==> src/rtl/boot_loader_pkg.sv <==
// Shared definitions for the boot loader: command opcodes, FSM state
// encoding and frame field lengths.
package boot_loader_pkg;

  // Command opcodes (first byte of every frame)
  localparam logic [7:0] CMD_LOAD_INST = 8'hA5;
  localparam logic [7:0] CMD_LOAD_REG  = 8'h5A;
  localparam logic [7:0] CMD_START     = 8'hC3;

  // Frame field lengths in bytes
  localparam int FIELD_WORD_BYTES  = 4;  // addr / data words
  localparam int FIELD_COUNT_BYTES = 2;  // LOAD_INST word count

  // FSM state encoding
  localparam logic [3:0] ST_IDLE       = 4'd0;
  localparam logic [3:0] ST_ADDR       = 4'd1;
  localparam logic [3:0] ST_COUNT      = 4'd2;
  localparam logic [3:0] ST_DATA       = 4'd3;
  localparam logic [3:0] ST_WRITE      = 4'd4;
  localparam logic [3:0] ST_REG_ADDR   = 4'd5;
  localparam logic [3:0] ST_REG_DATA   = 4'd6;
  localparam logic [3:0] ST_START_ADDR = 4'd7;
  localparam logic [3:0] ST_DONE       = 4'd8;
  localparam logic [3:0] ST_ERR        = 4'd9;

endpackage

==> src/rtl/boot_loader_byte_to_word_assembler.sv <==
// Little-endian byte-to-word assembler shared by every 32-bit field of the
// boot loader frames.
// Ports:
//   clk, rst_n  - clock, asynchronous active-low reset
//   byte_en     - a byte of a word field is consumed this cycle
//   byte_data   - the byte being consumed
//   word_done   - this byte completes a word (combinational)
//   next_word   - word value including this cycle's byte (combinational);
//                 the full word when word_done is high
module boot_loader_byte_to_word_assembler
  import boot_loader_pkg::*;
(
  input  logic        clk,
  input  logic        rst_n,
  input  logic        byte_en,
  input  logic [7:0]  byte_data,
  output logic        word_done,
  output logic [31:0] next_word
);

  logic [1:0]  idx;
  logic [31:0] word_q;

  // LSB arrives first, so each new byte enters at the top and the earlier
  // bytes shift down; after four bytes byte 0 sits in bits 7:0.
  assign next_word = {byte_data, word_q[31:8]};
  assign word_done = byte_en && (idx == 2'(FIELD_WORD_BYTES - 1));

  // NOTE: sequential state is written with non-blocking assignments so every
  // flop samples pre-edge values regardless of statement order.
  always_ff @(posedge clk or negedge rst_n) begin
    if (!rst_n) begin
      idx    <= '0;
      word_q <= '0;
    end else if (byte_en) begin
      idx    <= idx + 2'd1;  // wraps to 0 after the 4th byte
      word_q <= next_word;
    end
  end

endmodule

==> src/rtl/boot_loader.sv <==
// Byte-stream boot loader: parses framed commands from a valid/ready byte
// link and drives instruction-memory writes, register preloads and the PC
// start address, holding the core in setup until a START frame.
// Ports:
//   clk, rst_n          - clock, asynchronous active-low reset
//   i_byte_valid/data   - input byte stream
//   o_byte_ready        - byte accepted this cycle when valid is high
//   o_setup             - core held in setup/load mode
//   o_inst_mem_we/addr/data - one-cycle instruction word write
//   o_load_reg_we/addr/data - one-cycle register preload
//   o_pc_start_addr     - PC start address
//   o_start             - one-cycle release pulse
//   o_err               - sticky protocol error
module boot_loader
  import boot_loader_pkg::*;
#(
  parameter int IMEM_WORDS = 1024
) (
  input  logic        clk,
  input  logic        rst_n,
  input  logic        i_byte_valid,
  input  logic [7:0]  i_byte_data,
  output logic        o_byte_ready,
  output logic        o_setup,
  output logic        o_inst_mem_we,
  output logic [31:0] o_inst_mem_addr,
  output logic [31:0] o_inst_mem_data,
  output logic        o_load_reg_we,
  output logic [4:0]  o_load_reg_addr,
  output logic [31:0] o_load_reg_data,
  output logic [31:0] o_pc_start_addr,
  output logic        o_start,
  output logic        o_err
);

  localparam logic [31:0] IMEM_BYTES = 32'(IMEM_WORDS * 4);

  logic [3:0]  state;
  logic [31:0] addr;
  logic [15:0] remaining;
  logic [7:0]  count_lo;
  logic        count_idx;
  logic [4:0]  reg_sel;
  logic [31:0] inst_addr_q, inst_data_q;
  logic        reg_we_q;
  logic [4:0]  reg_addr_q;
  logic [31:0] reg_data_q, pc_q;
  logic        start_q, setup_q;

  logic        take;
  logic        asm_en, word_done;
  logic [31:0] next_word;

  assign o_byte_ready = (state != ST_WRITE) && (state != ST_DONE);
  assign take         = i_byte_valid && o_byte_ready;

  assign asm_en = take && ((state == ST_ADDR) || (state == ST_DATA) ||
                           (state == ST_REG_DATA) || (state == ST_START_ADDR));

  boot_loader_byte_to_word_assembler u_asm (
    .clk       (clk),
    .rst_n     (rst_n),
    .byte_en   (asm_en),
    .byte_data (i_byte_data),
    .word_done (word_done),
    .next_word (next_word)
  );

  always_ff @(posedge clk or negedge rst_n) begin
    if (!rst_n) begin
      state       <= ST_IDLE;
      addr        <= '0;
      remaining   <= '0;
      count_lo    <= '0;
      count_idx   <= 1'b0;
      reg_sel     <= '0;
      inst_addr_q <= '0;
      inst_data_q <= '0;
      reg_we_q    <= 1'b0;
      reg_addr_q  <= '0;
      reg_data_q  <= '0;
      pc_q        <= '0;
      start_q     <= 1'b0;
      setup_q     <= 1'b1;
    end else begin
      // NOTE: strobes default low every cycle so each assignment below
      // produces exactly a one-cycle pulse.
      reg_we_q <= 1'b0;
      start_q  <= 1'b0;

      case (state)
        ST_IDLE: begin
          if (take) begin
            case (i_byte_data)
              CMD_LOAD_INST: state <= ST_ADDR;
              CMD_LOAD_REG:  state <= ST_REG_ADDR;
              CMD_START:     state <= ST_START_ADDR;
              default:       state <= ST_ERR;
            endcase
          end
        end

        ST_ADDR: begin
          if (word_done) begin
            addr <= next_word;
            if ((next_word[1:0] != 2'b00) || (next_word >= IMEM_BYTES))
              state <= ST_ERR;
            else
              state <= ST_COUNT;
          end
        end

        ST_COUNT: begin
          if (take) begin
            if (count_idx != 1'(FIELD_COUNT_BYTES - 1)) begin
              count_lo  <= i_byte_data;
              count_idx <= 1'b1;
            end else begin
              count_idx <= 1'b0;
              remaining <= {i_byte_data, count_lo};
              state     <= ({i_byte_data, count_lo} == 16'd0) ? ST_IDLE : ST_DATA;
            end
          end
        end

        ST_DATA: begin
          if (word_done) begin
            // Capture into output registers so the bus holds this write's
            // address even after addr advances.
            inst_addr_q <= addr;
            inst_data_q <= next_word;
            state       <= ST_WRITE;
          end
        end

        ST_WRITE: begin
          // addr is below IMEM_BYTES here, so addr+4 cannot wrap.
          addr      <= addr + 32'd4;
          remaining <= remaining - 16'd1;
          if (remaining == 16'd1)
            state <= ST_IDLE;
          else if ((addr + 32'd4) >= IMEM_BYTES)
            state <= ST_ERR;
          else
            state <= ST_DATA;
        end

        ST_REG_ADDR: begin
          if (take) begin
            reg_sel <= i_byte_data[4:0];
            state   <= ST_REG_DATA;
          end
        end

        ST_REG_DATA: begin
          if (word_done) begin
            // x0 is hardwired: the frame is accepted but writes nothing.
            if (reg_sel != 5'd0) begin
              reg_we_q   <= 1'b1;
              reg_addr_q <= reg_sel;
              reg_data_q <= next_word;
            end
            state <= ST_IDLE;
          end
        end

        ST_START_ADDR: begin
          if (word_done) begin
            if (next_word[1:0] != 2'b00) begin
              state <= ST_ERR;
            end else begin
              pc_q    <= next_word;
              setup_q <= 1'b0;
              start_q <= 1'b1;
              state   <= ST_DONE;
            end
          end
        end

        ST_DONE: state <= ST_DONE;
        ST_ERR:  state <= ST_ERR;
        default: state <= ST_ERR;
      endcase
    end
  end

  assign o_setup         = setup_q;
  assign o_inst_mem_we   = (state == ST_WRITE);
  assign o_inst_mem_addr = inst_addr_q;
  assign o_inst_mem_data = inst_data_q;
  assign o_load_reg_we   = reg_we_q;
  assign o_load_reg_addr = reg_addr_q;
  assign o_load_reg_data = reg_data_q;
  assign o_pc_start_addr = pc_q;
  assign o_start         = start_q;
  assign o_err           = (state == ST_ERR);

endmodule

==> config.mk <==
export PLATFORM = sky130hd
export DESIGN_NAME = boot_loader
export DESIGN_NICKNAME = d
export VERILOG_FILES = /design/src/rtl/boot_loader_pkg.sv /design/src/rtl/boot_loader_byte_to_word_assembler.sv /design/src/rtl/boot_loader.sv
export SDC_FILE = /design/constraint.sdc
export NUM_CORES = 1
export LEC_CHECK = 0
export ABC_AREA = 0
export BUFFER_PORTS_ARGS = -buffer_cell sky130_fd_sc_hd__buf_2
export CAP_MARGIN = 30
export CORE_ASPECT_RATIO = 1.1
export CORE_MARGIN = 2
export CORE_UTILIZATION = 62
export DETAILED_ROUTE_END_ITERATION = 7
export PLACE_DENSITY = 0.94
export SYNTH_ARGS = -nofsm -noshare
export SYNTH_HDL_FRONTEND = slang
export SYNTH_SLANG_ARGS = --single-unit
export TNS_END_PERCENT = 1
==> constraint.sdc <==
create_clock -name clk -period 3.5 [get_ports clk]
set_input_delay 0.525 -clock clk [delete_from_list [all_inputs] [get_ports clk]]
set_output_delay 0.525 -clock clk [all_outputs]
set_load 0.02 [all_outputs]
# --- After elaboration in Yosys (flattened, before gate mapping) ---
# Cells that the tools add are included.
totals:
  ff_bits: 236
  out_inout_bits: 139
  inputBits: 11
  elab_cells: 97
classes:
  n_bitwise: 2
  muxes: 27
  n_eq_ne: 24
  reduce_logical: 23
  magnitude_cmp: 2
  addsub: 3
op_table:
  columns: ["cell", "count"]
  rows:
  - ["$ge A32 B13 Y1 const B", 2]
  - ["$pmux W32 S2", 1]
  - ["$mux W4", 11]
  - ["$pmux W4 S9", 1]
  - ["$add A32 B3 Y32 const B", 1]
  - ["$mux W16", 2]
  - ["$mux W32", 1]
  - ["$pmux W16 S2", 1]
  - ["$eq A16 B1 Y1 const B", 1]
  - ["$eq A4 B3 Y1 const B", 4]
  - ["$eq A8 B8 Y1 const B", 2]
  - ["$logic_not A16 Y1", 1]
  - ["$sub A16 B1 Y16 const B", 1]
  - ["$pmux W4 S3", 1]
  - ["$reduce_and A3 Y1", 4]
  - ["$eq A4 B2 Y1 const B", 2]
  - ["$eq A4 B4 Y1 const B", 2]
  - ["$eq A8 B7 Y1 const B", 1]
  - ["$mux W1", 8]
  - ["$ne A2 B1 Y1 const B", 4]
  - ["$ne A2 B2 Y1 const B", 4]
  - ["$reduce_and A2 Y1", 4]
  - ["$reduce_and A8 Y1", 1]
  - ["$reduce_bool A2 Y1", 3]
  - ["other kinds (11)", 18]

# --- Depth between registers and ports, before layout ---
# Gate-level depths: netlist of the first run.
depth:
  depth_word: 8
  ltp_mapped: 10
  depth_no_buf: 8

# --- Modules after synthesis ---
# A second synthesis of the first run with hierarchy kept.
hier_totals:
  cells_unflattened: 1025
  area_unflattened_um2: 10473.8
modules_own_cells:
  columns: ["mod", "cells_each", "area_each_um2", "instances", "seq_area_each_um2"]
  rows:
  - ["boot_loader", 960, 9335.2, 1, 5056.1]
  - ["boot_loader_byte_to_word_assembler", 65, 1138.6, 1, 650.6]

# --- Least setup slack after synthesis of the first run ---
# OpenSTA, ideal clock, no wires.
synth_timing:
  kind: "input to register"
  start: "in i_byte_valid"
  end: "reg pc_q[10], in the netlist o_pc_start_addr[10]"
  required_ps: 3375
  path_slack_ps: 1252
  n_path_buf: 3
  arrival_ps: 2124
  setup_time_ps: 125
  path_stages: 7
  path_cell_list: "buf_2 -> nor3b_2 -> buf_2 -> nand4_2 -> nor4_4 -> buf_4 -> mux2_2"
synth_between:
  elab_chain_cells: 4
synth_lines:
  columns: ["element", "line_no", "source"]
  rows:
  - ["from (decl)", "boot_loader.sv:21", "input logic i_byte_valid,"]
  - ["$logic_and A1 B1 Y1", "boot_loader.sv:55", "assign take = i_byte_valid && o_byte_ready;"]
  - ["$logic_and A1 B1 Y1", "boot_loader.sv:57", "assign asm_en = take && ((state == ST_ADDR) || (state == ST_DATA) ||"]
  - ["$logic_and A1 B1 Y1", "boot_loader_byte_to_word_assembler.sv:27", "assign word_done = byte_en && (idx == 2'(FIELD_WORD_BYTES - 1));"]
  - ["$reduce_and A3 Y1 (no source line)", null, null]
  - ["to (signal assigned)", "boot_loader.sv:172", "pc_q <= next_word;"]
  - ["to (decl)", "boot_loader.sv:47", "logic [31:0] reg_data_q, pc_q;"]
# No other way between the ends.
# A chain may end at the register's enable or synchronous reset.

# --- Worst setup path in the final report of the first run ---
layout_timing:
  start: "reg addr[2]"
  end: "reg state[1]"
layout_between:
  elab_chain_cells: 5
layout_lines:
  columns: ["element", "line_no", "source"]
  rows:
  - ["from (decl)", "boot_loader.sv:39", "logic [31:0] addr;"]
  - ["from (signal assigned)", "boot_loader.sv:105", "addr <= next_word;"]
  - ["from (signal assigned)", "boot_loader.sv:138", "addr <= addr + 32'd4;"]
  - ["$add A32 B3 Y32", "boot_loader.sv:142", "else if ((addr + 32'd4) >= IMEM_BYTES)"]
  - ["$ge A32 B13 Y1", "boot_loader.sv:142", null]
  - ["$mux W4", "boot_loader.sv:142", null]
  - ["$mux W4", "boot_loader.sv:140", "if (remaining == 16'd1)"]
  - ["$pmux W4 S9", "boot_loader.sv:91", "case (state)"]
  - ["to (signal assigned)", "boot_loader.sv:121", "state <= ({i_byte_data, count_lo} == 16'd0) ? ST_IDLE : ST_DATA;"]
  - ["to (decl)", "boot_loader.sv:38", "logic [3:0] state;"]
# No other way between the ends.

==> reports/qor.yml, run 1 <==
status: "complete, no violations"
via_count: 7898
yosysTopAreaCellShare_pct: 54.5
cts_setup_buffers: 0
num_rows: 49
gp_congestion: 0.912
numClockSinks: 228
hold_violations: 0
start_util_pct: 63.5
hp-class: "input port to async pin"
viasPerCell: 6.57
async_flop_share_pct: 100
yosysWarningCount: 0
r2r_cells: 8
fmax_mhz: 358
grt_pass1_vias: 8022
synth_top_cells_by_area: "dfrtp_1, mux2_2, nand2_1, o21ai_0, nor2_1"
cts_buffers: 23
area_delta_synth_final_pct: 15.9
grt_max_degree: 92
drt-initial-drc-count: 783
cp-start-kind: "register"
hpwl_mm: 17.4
skew_ns: 0.0240
cap_viol_max_count: 0
drcViolationCount: 0
synth.distinct_cells: 72
drive_gt1_share_pct: 40.2
clk_pin_slew_ns: 0.06
fp.dieArea_um2: 17900
wl_per_cell_um: 22.0
path_class: "register to register"
finalCritPeriodShare_pct: 79.7
grt.total_usage_pct: 30.0
fin_crit_ns: 2.79
die_w_um: 128
tns_ns: 0
power.leakage_uw: 0.00614
setup_violations: 0
max-slew-margin-rel_pct: 54.1
cp.arrival_ns: 3.21
timing.final.max_slew_violations: 0
tightest_slew_ns: 0.688
timing.rr.start: "addr[2]"
grt_first_pass_wirelength_mm: 43.0
nets: 999
synth_edf_count: 0
grt_overflow_total: 0
yosysTopAreaCell: "dfrtp_1"
syn_inst: 852
clock_tree.root_cell: "clkbuf_16"
hold_ws_ns: 0.0196
finalWorstSetupSlack_ns: 0.709
ant_nets: 0
cts_max_path_buffers: 3
path_max_fanout: 6
io_buffer_count: 149
worst_setup_path_end_kind: "register"
r2r-end: "state[1]"
clk-insertion-delay-late_ns: 0.52
coreArea_um2: 16400
power_density_nw_per_um2: 445
syn_area_per_cell_um2: 12.2
drt_first_pass_iters: 5
die-height_um: 140
yosys_register_bits: 228
totalWireLength_mm: 26.5
n_antenna_cell: 0
rsz0062_at_grt: "false"
r2r_slack_ns: 0.71
ioPinCount: 150
cts_max_level: 1
cts_resized: 0
yosysSeqAreaShare_pct: 54.7
cts_tree: "built"
required_ns: 3.92
antenna_found_initial: 0
synth_fp_nets: 867
hold_buffers: 0
dpl_worst_slack_ns: 0.813
ir_drop_v: 0.000355
synthFlopType: "dfrtp_1"
syn_area_um2: 10400
==> cells by family (layout without fill, tap and decap cells) <==
kind of cell               Yosys count  in the layout  synth area share (%)
and+or+nand+nor                    232            232                  13.0
DFF                                228            228                  54.7
muxes                              175            175                  18.8
AOI/OAI and AO/OA                  136            136                  8.89
buffers and inverters               71            218                  3.57
xor gates and xnor gates             6              6                 0.504
adders and majority gates            4              4                 0.480
==> Yosys cell counts, types with 3 or more instances <==
cell,instances
buf_6,5
mux2_2,165
and3_1,9
inv_1,14
or2_2,5
nor4_1,17
nand3_1,22
o21a_1,3
nor3_4,4
xnor2_1,5
nand4_1,14
nor4_4,4
clkbuf_1,21
or4_1,3
ha_1,4
buf_2,14
a21oi_1,25
or3_1,5
a31oi_1,4
a22oi_1,5
mux2_1,6
dfrtp_1,227
o311ai_0,10
nor3_1,12
buf_4,13
nor2_1,42
o211ai_1,13
o21ai_0,40
mux2i_1,4
nor2b_1,5
a221o_1,8
nand2_1,66
==> worst max-delay path by stage <==
| stage | startpoint | endpoint |
|---|---|---|
| 2_1_floorplan | i_byte_valid | o_pc_start_addr[10] |
| 3_3_place_gp | i_byte_valid | o_pc_start_addr[11] |
| 3_5_place_dp | state[0] | o_inst_mem_data[23] |
| 4_1_cts | state[0] | o_pc_start_addr[23] |
| 5_1_grt | addr[2] | state[1] |
| 6_report | addr[2] | state[1] |
==> flip-flops by register name, indices dropped and copies added, names as in the netlist <==
name	count
count_idx	1
o_load_reg_data	32
state	4
o_load_reg_we	1
addr	32
remaining	16
reg_sel	5
o_load_reg_addr	5
u_asm.word_q	24
u_asm.idx	2
o_pc_start_addr	32
o_start	1
o_inst_mem_data	32
o_inst_mem_addr	32
count_lo	8
o_setup	1
==> per-stage QoR <==
| step | power (uW) | instance area, um^2 | cells | util (%) |
|---|---|---|---|---|
| floorplan | 2710 | 10400 | 852 | - |
| global placement | 2790 | 11300 | 1162 | 68.6 |
| detailed placement | 2800 | 11300 | 1163 | 68.6 |
| CTS | 5400 | 12100 | 1203 | 73.6 |
| global route | 5520 | 12100 | 1203 | 73.6 |
| finish | 5380 | 12100 | 1203 | 73.6 |
==> layout by cell type (no fill, tap or decap), drive strengths merged, types with 6 or more instances in the layout <==
master  synthesis  layout
clkbuf         23      29
nor4           23      23
mux2          171     171
and3            9       9
or3             7       7
or2             6       6
o21ai          41      41
o211ai         13      13
nand3          25      25
nand4          18      18
dfrtp         227     227
nor2           42      42
o311ai         12      12
buf            34     164
nor3           17      17
a21oi          25      25
nand2          66      66
inv            14      15
a221o           9       9
==> area by class of cell <==
cell class | count | area (um^2)
Timing Repair Buffer | 164 | 897
Multi-Input combinational cell | 553 | 4360
Clock buffer | 29 | 648
Sequential cell | 228 | 5710
Inverter | 14 | 52.6
Fill cell | 1020 | 4340
Clock inverter | 11 | 168
Tap cell | 204 | 255
==> routing by layer <==
layer / global-route usage (%) / wire length (um) / vias up
met5: 0 / 0 / -
met4: 11.5 / 1010 / 0
met3: 5.96 / 2210 / 102
met2: 49.0 / 13000 / 425
met1: 40.0 / 10300 / 3976
li1: - / - / 3395
==> power by group <==
group / internal, uW / switching [uW]
Sequential: 2640 / 16.2
Clock: 1610 / 1020
Combinational: 16.8 / 75.9
==> critical path: stages, from the launching register on <==
cell	delay (ns)
dfrtp_1	0.47
ha_1	0.29
nand2_1	0.23
nor4_1	0.38
xnor2_1	0.23
nand4_1	0.19
a2111oi_2	0.42
and4b_1	0.29
a31o_1	0.20
No activity file was read; power rests on OpenSTA's default activity.
==> run 2: changes to the inputs <==
--- a/config.mk
+++ b/config.mk
@@ -10,9 +10,9 @@
 export CAP_MARGIN = 30
 export CORE_ASPECT_RATIO = 1.1
 export CORE_MARGIN = 2
-export CORE_UTILIZATION = 62
+export CORE_UTILIZATION = 57
 export DETAILED_ROUTE_END_ITERATION = 7
-export PLACE_DENSITY = 0.94
+export PLACE_DENSITY = 0.89
 export SYNTH_ARGS = -nofsm -noshare
 export SYNTH_HDL_FRONTEND = slang
 export SYNTH_SLANG_ARGS = --single-unit
==> constraint.sdc (replaced) <==
create_clock -name clk -period 2.7 [get_ports clk]
set_input_delay 0.405 -clock clk [delete_from_list [all_inputs] [get_ports clk]]
set_output_delay 0.405 -clock clk [all_outputs]
set_load 0.02 [all_outputs]
==> run 2 against run 1 <==
Compared with the run above:
- clock skew shrank 0.016 ns
- largest cell class unchanged
- core utilization is 5.1 points lower
- via count is 2.8% lower
- combinational power up 41%
- cell count rose by 4.1%
- flip-flop and latch count is the same
- worst setup slack worse by 0.48 ns
==> reports/qor.yml, run 2 (same netlist as run 1, synthesis figures left out) <==
status: "complete, no violations"  # unchanged
power_uw: 6630  # was 5380 uW
gp_congestion: 0.942  # was 0.912
required_ns: 3.08  # was 3.92 ns
cts_max_path_buffers: 3  # unchanged
hold_depth: 4
setup_violations: 0  # unchanged
layout_commonest_cell: "dfrtp_1"  # unchanged
fmax_mhz: 404  # was 358 MHz
mostFrequentLayoutCells: "dfrtp_1, mux2_2, buf_2"  # unchanged
viasPerCell: 6.13  # was 6.57
totalWireLength_mm: 25.8  # was 26.5 mm
crit_family: "simple AND/OR/NAND/NOR gates"  # unchanged
crit_path_top_delay_cell: "or3_4"  # was dfrtp_1
startpoint: "addr[6]"  # was addr[2]
fin_crit_ns: 2.47  # was 2.79 ns
tns_ns: 0  # unchanged
final_area_um2: 12200  # was 12100 um^2
area_delta_synth_final_pct: 16.8  # was 15.9%
numClockSinks: 228  # unchanged
clk_pin_slew_ns: 0.06  # about the same
r2r-end: "state[1]"  # unchanged
drt_first_pass_iters: 5  # unchanged
drcViolationCount: 0  # unchanged
placed_area_um2: 11500  # was 11300 um^2
coreArea_um2: 17800  # was 16400 um^2
drt-initial-drc-count: 663  # was 783
io_buffer_count: 149  # unchanged
hpwl_mm: 17.6  # was 17.4 mm
cts_max_level: 1  # unchanged
path_class: "register to register"  # unchanged
ioPinCount: 150  # unchanged
ir_drop_v: 0.000445  # was 0.000355 V
dp_cells: 1212  # was 1163
clock_tree.root_cell: "clkbuf_16"  # unchanged
grt_pass1_vias: 7668  # was 8022
grt.total_usage_pct: 27.0  # was 30.0%
min_from: "i_byte_valid"
hp-class: "input port to register"  # was input port to async pin
die_w_um: 133  # was 128 um
grt_overflow_total: 0  # unchanged
max-slew-margin-rel_pct: 26.9  # was 54.1%
cap_viol_max_count: 0  # unchanged
worst_setup_path_end_kind: "register"  # unchanged
r2r_slack_ns: 0.23  # was 0.71 ns
hold_violations: 0  # unchanged
ant_nets: 0  # unchanged
start_util_pct: 58.6  # was 63.5%
wl_per_cell_um: 20.6  # was 22.0 um
num_rows: 51  # was 49
die-height_um: 146  # was 140 um
cts_setup_buffers: 0  # unchanged
grt_max_degree: 88  # was 92
path_max_fanout: 14  # was 6
timing.rr.start: "addr[6]"  # was addr[2]
antenna_found_initial: 0  # unchanged
finalCritPeriodShare_pct: 91.6  # was 79.7%
rsz0062_at_grt: "false"  # unchanged
n_antenna_cell: 0  # unchanged
r2r_cells: 7  # was 8
nets: 1015  # was 999
fp.dieArea_um2: 19400  # was 17900 um^2
cp.arrival_ns: 2.86  # was 3.21 ns
clk-insertion-delay-late_ns: 0.50  # was 0.52 ns
cts_buffers: 23  # unchanged
tightest_slew_ns: 1.09  # was 0.688 ns
via_count: 7677  # was 7898
holdPathEnd: "count_idx"
timing.final.max_slew_violations: 0  # unchanged
cts_tree: "built"  # unchanged
cp-start-kind: "register"  # unchanged
power.leakage_uw: 0.00619  # was 0.00614 uW
critPathBufInv: 0  # unchanged
cpPeakStageDelay_ns: 0.49  # was 0.47 ns
cp_cell_sequence: "nand4_4 -> or3_4 -> nor4_2 -> mux2i_1 -> o21ai_1 -> and4b_1 -> a31o_1"  # was ha_1 -> nand2_1 -> nor4_1 -> xnor2_1 -> nand4_1 -> a2111oi_2 -> and4b_1 -> a31o_1
finalNonFillerCells: 1252  # was 1203
power_density_nw_per_um2: 544  # was 445 nW/um^2
skew_ns: 0.00799  # was 0.0240 ns
grt_first_pass_wirelength_mm: 42.1  # was 43.0 mm
drive_gt1_share_pct: 40.9  # was 40.2%
## run 2: worst max-delay path by stage
stage	end	slack, ns	depth (start not counted)
6_report	state[1]	0.23	7
5_1_grt	state[3]	0.04	7
4_1_cts	state[3]	0.23	7
3_5_place_dp	state[3]	0.26	7
3_3_place_gp	state[3]	0.30	7
2_1_floorplan	o_pc_start_addr[10]	0.51	8
## run 2: where the power goes
part / internal [uW] / switching, uW
clock network: 1780 / 1270
registers: 3420 / 20.2
logic: 28.5 / 102
total: 5240 / 1390
## run 2: area by class of cell
type	count	area, um^2
flip-flops and latches	228	5710
fillers	1223	5620
multi-input cells	553	4360
repair buffers	180	1040
clock buffers	30	652
well taps	238	298
clock inverters	9	72.6
inverters	14	52.6
## run 2: tightest hold or removal path, stage by stage
cell     delay, ns
buf_2         0.15
nand2_1       0.08
nand2_1       0.05
nand2_1       0.06
## run 2: layer usage
metal  wire [um]  global-route usage, %
met1       10600                   37.4
met2       12800                   44.2
met3        1820                   4.25
met4         611                   8.01
met5           0                      0
## run 2: through the flow
stage | utilization (%) | setup slack [ns] | hold WS (ns)
6_report | 68.4 | 0.227 | 0.292
5_1_grt | 68.4 | 0.0403 | 0.304
4_1_cts | 68.4 | 0.228 | 0.274
3_5_place_dp | 64.3 | 0.263 | 0.453
3_3_place_gp | 64.3 | 0.296 | 0.446
2_1_floorplan | - | 0.513 | 0.109
## run 2: what timing repair did
item                                    CTS  global route
hold buffers                              1             0
endpoints found under the hold margin    79             0
gates resized for setup                   0             0
endpoints found under the setup margin    0             0
==> run 3: changes to the inputs <==
--- a/config.mk
+++ b/config.mk
@@ -12,8 +12,9 @@
 export CORE_MARGIN = 2
 export CORE_UTILIZATION = 57
 export DETAILED_ROUTE_END_ITERATION = 7
-export PLACE_DENSITY = 0.89
+export PLACE_DENSITY = 0.88
 export SYNTH_ARGS = -nofsm -noshare
 export SYNTH_HDL_FRONTEND = slang
+export SYNTH_HIERARCHICAL = 1
 export SYNTH_SLANG_ARGS = --single-unit
 export TNS_END_PERCENT = 1
==> run 3 against run 2 <==
Compared with the run above:
- sequential share of layout area shrank 0.35 points
- power grew 5.4%
- via count grew 12%
- register-to-register slack lost 0.02 ns
- largest cell class unchanged
- largest power group unchanged
==> reports/qor.yml, run 3 <==
max-slew-margin-rel_pct: 38.7  # was 26.9%
power_density_nw_per_um2: 569  # was 544 nW/um^2
cp-start-kind: "register"  # unchanged
die_w_um: 133  # about the same
power.leakage_uw: 0.00639  # was 0.00619 uW
synth.distinct_cells: 69  # was 72
worst-path-stages: 6  # was 7
cap_viol_max_count: 0  # unchanged
fin_crit_ns: 2.56  # was 2.47 ns
grt.total_usage_pct: 28.3  # was 27.0%
placed_area_um2: 11400  # was 11500 um^2
drt_first_pass_iters: 7  # was 5
hp-class: "input port to register"  # unchanged
cpPeakStageDelay_ns: 0.37  # was 0.49 ns
crit_family: "buffers and inverters"  # was simple AND/OR/NAND/NOR gates
hold_depth: 3  # was 4
cts_max_level: 1  # unchanged
antenna_found_initial: 0  # unchanged
clk-insertion-delay-late_ns: 0.53  # was 0.50 ns
hold_violations: 0  # unchanged
clk_pin_slew_ns: 0.06  # about the same
finalNonFillerCells: 1425  # was 1252
utilization_pct: 67.4  # was 68.4%
ant_nets: 0  # unchanged
crit_path_top_delay_cell: "dfrtp_1"  # was or3_4
finalCritPeriodShare_pct: 94.9  # was 91.6%
status: "complete, no violations"  # unchanged
required_ns: 2.30  # was 3.08 ns
min_from: "i_byte_valid"  # unchanged
clock_tree.root_cell: "clkbuf_16"  # unchanged
path_class: "register to primary output"  # was register to register
cp.arrival_ns: 2.16  # was 2.86 ns
hpwl_mm: 18.4  # was 17.6 mm
mostFrequentLayoutCells: "nand2_1, dfrtp_1, buf_2"  # was dfrtp_1, mux2_2, buf_2
n_antenna_cell: 0  # unchanged
timing.rr.start: "addr[14]"  # was addr[6]
grt_overflow_total: 0  # unchanged
worst_setup_path_end_kind: "primary output"  # was register
fp.dieArea_um2: 19500  # was 19400 um^2
cp_cell_sequence: "buf_4 -> nor2b_2 -> nand2_1 -> inv_1 -> buf_6 -> buf_2"  # was nand4_4 -> or3_4 -> nor4_2 -> mux2i_1 -> o21ai_1 -> and4b_1 -> a31o_1
syn_area_per_cell_um2: 10.2  # was 12.2 um^2
timing.final.max_slew_violations: 0  # unchanged
via_count: 8626  # was 7677
final_area_um2: 12300  # was 12200 um^2
yosys_register_bits: 228  # unchanged
totalWireLength_mm: 27.8  # was 25.8 mm
yosysTopAreaCell: "dfrtp_1"  # unchanged
r2r_slack_ns: 0.21  # was 0.23 ns
fmax_mhz: 390  # was 404 MHz
critPathBufInv: 4  # was 0
syn_area_um2: 10500  # was 10400 um^2
grt_pass1_vias: 8417  # was 7668
holdPathEnd: "count_idx"  # unchanged
yosysSeqAreaShare_pct: 54.5  # was 54.7%
synth_fp_nets: 1040  # was 867
numClockSinks: 228  # unchanged
synth_top_cells_by_area: "dfrtp_1, nand2_1, mux2_2, o21ai_0, mux2_4"  # was dfrtp_1, mux2_2, nand2_1, o21ai_0, nor2_1
grt_first_pass_wirelength_mm: 44.2  # was 42.1 mm
area_delta_synth_final_pct: 17.2  # was 16.8%
yosysTopAreaCellShare_pct: 54.2  # was 54.5%
r2r-end: "state[3]"  # was state[1]
ioPinCount: 150  # unchanged
synthFlopType: "dfrtp_1"  # unchanged
finalWorstSetupSlack_ns: 0.138  # was 0.227 ns
yosysWarningCount: 6  # was 0
dpl_worst_slack_ns: 0.151  # was 0.263 ns
path_max_fanout: 40  # was 14
grt_max_degree: 83  # was 88
dp_cells: 1382  # was 1212
power_uw: 6990  # was 6630 uW
gp_congestion: 0.947  # was 0.942
nets: 1181  # was 1015
ir_drop_v: 0.000498  # was 0.000445 V
synth_commonest_cells: "nand2_1, dfrtp_1, mux2_2, o21ai_0"  # was dfrtp_1, mux2_2, nand2_1, nor2_1, o21ai_0
drive_gt1_share_pct: 28.6  # was 40.9%
cts_buffers: 24  # was 23
setup_violations: 0  # unchanged
async_flop_share_pct: 100  # unchanged
num_rows: 52  # was 51
synth_edf_count: 0  # unchanged
drt-initial-drc-count: 846  # was 663
layout_commonest_cell: "nand2_1"  # was dfrtp_1
rsz0062_at_grt: "false"  # unchanged
cts_max_path_buffers: 3  # unchanged
r2r_cells: 7  # unchanged
synth.most_common_cell: "nand2_1"  # was dfrtp_1
start_util_pct: 57.5  # was 58.6%
coreArea_um2: 18200  # was 17800 um^2
viasPerCell: 6.05  # was 6.13
skew_ns: 0.0147  # was 0.00799 ns
tightest_slew_ns: 0.916  # was 1.09 ns
cts_tree: "built"  # unchanged
wl_per_cell_um: 19.5  # was 20.6 um
syn_inst: 1025  # was 852
io_buffer_count: 149  # unchanged
die-height_um: 146  # about the same
fillerInstances: 1356  # was 1223
drcViolationCount: 0  # unchanged
## run 3: changes by cell type in the layout (fill, tap and decap cells not counted), sizes merged, moves of 9 or more
| cell | delta |
|---|---|
| mux2 | -75 |
| a21oi | +16 |
| nand2 | +201 |
| and2 | +9 |
| nor4 | -12 |
| o211ai | -9 |
| o21ai | +25 |
## run 3: cell families after synthesis
logic type      count (synthesis)  share of synthesized area, %
flops                         228                          54.5
buf+inv                        84                          4.37
xor+xnor                        4                         0.335
fa+ha+maj                       4                         0.478
mux                            97                          11.1
simple gates                  442                          19.2
compound gates                166                          10.0
## run 3: area by class of cell
type                       count  area [um^2]  area share (%)
timing repair buffer         183         1050            8.59
sequential                   228         5710            46.5
clock buffer                  34          708            5.77
clock inverter                 8          119           0.968
multi-input combinational    713         4320            35.2
inverter                      16         60.1           0.489
tap                          243          304            2.48
## run 3: timing repair
action | in CTS | in global routing
gates resized for setup | 1 | 2
buffers inserted | 0 | 0
hold endpoints to repair | 56 | 0
setup endpoints to repair | 1 | 4
hold buffers | 1 | 0
## run 3: power breakdown
part / switching (uW) / internal (uW) / total (uW)
Combinational: 119 / 37.3 / 156
Sequential: 19.0 / 3420 / 3440
Clock: 1360 / 2030 / 3390
## run 3: layer usage
metal	wire, um	vias to the layer above	GRT usage [%]
li1	-	3855	-
met1	10800	4225	37.0
met2	13700	453	47.3
met3	2010	93	3.61
met4	1210	0	13.5
met5	0	-	0
## run 3: metrics by stage
step / TNS (ns) / hold slack [ns]
2_1_floorplan: -1.06 / 0.109
3_3_place_gp: 0 / 0.377
3_5_place_dp: 0 / 0.381
4_1_cts: 0 / 0.191
5_1_grt: 0 / 0.239
6_report: 0 / 0.207
## run 3: how the worst max path moves through the flow
stage | startpoint | end
floorplan | state[2] | o_pc_start_addr[10]
global placement | addr[3] | state[3]
detailed placement | addr[3] | state[3]
CTS | state[2] | o_inst_mem_we
global route | state[2] | o_inst_mem_we
finish | state[2] | o_inst_mem_we
## run 3: worst register-to-register path, delay by kind of cell (launching register included)
family             cells  cell delay (ns)
AOI/OAI and AO/OA      2             0.41
DFF                    1             0.50
and+or+nand+nor        5             1.45
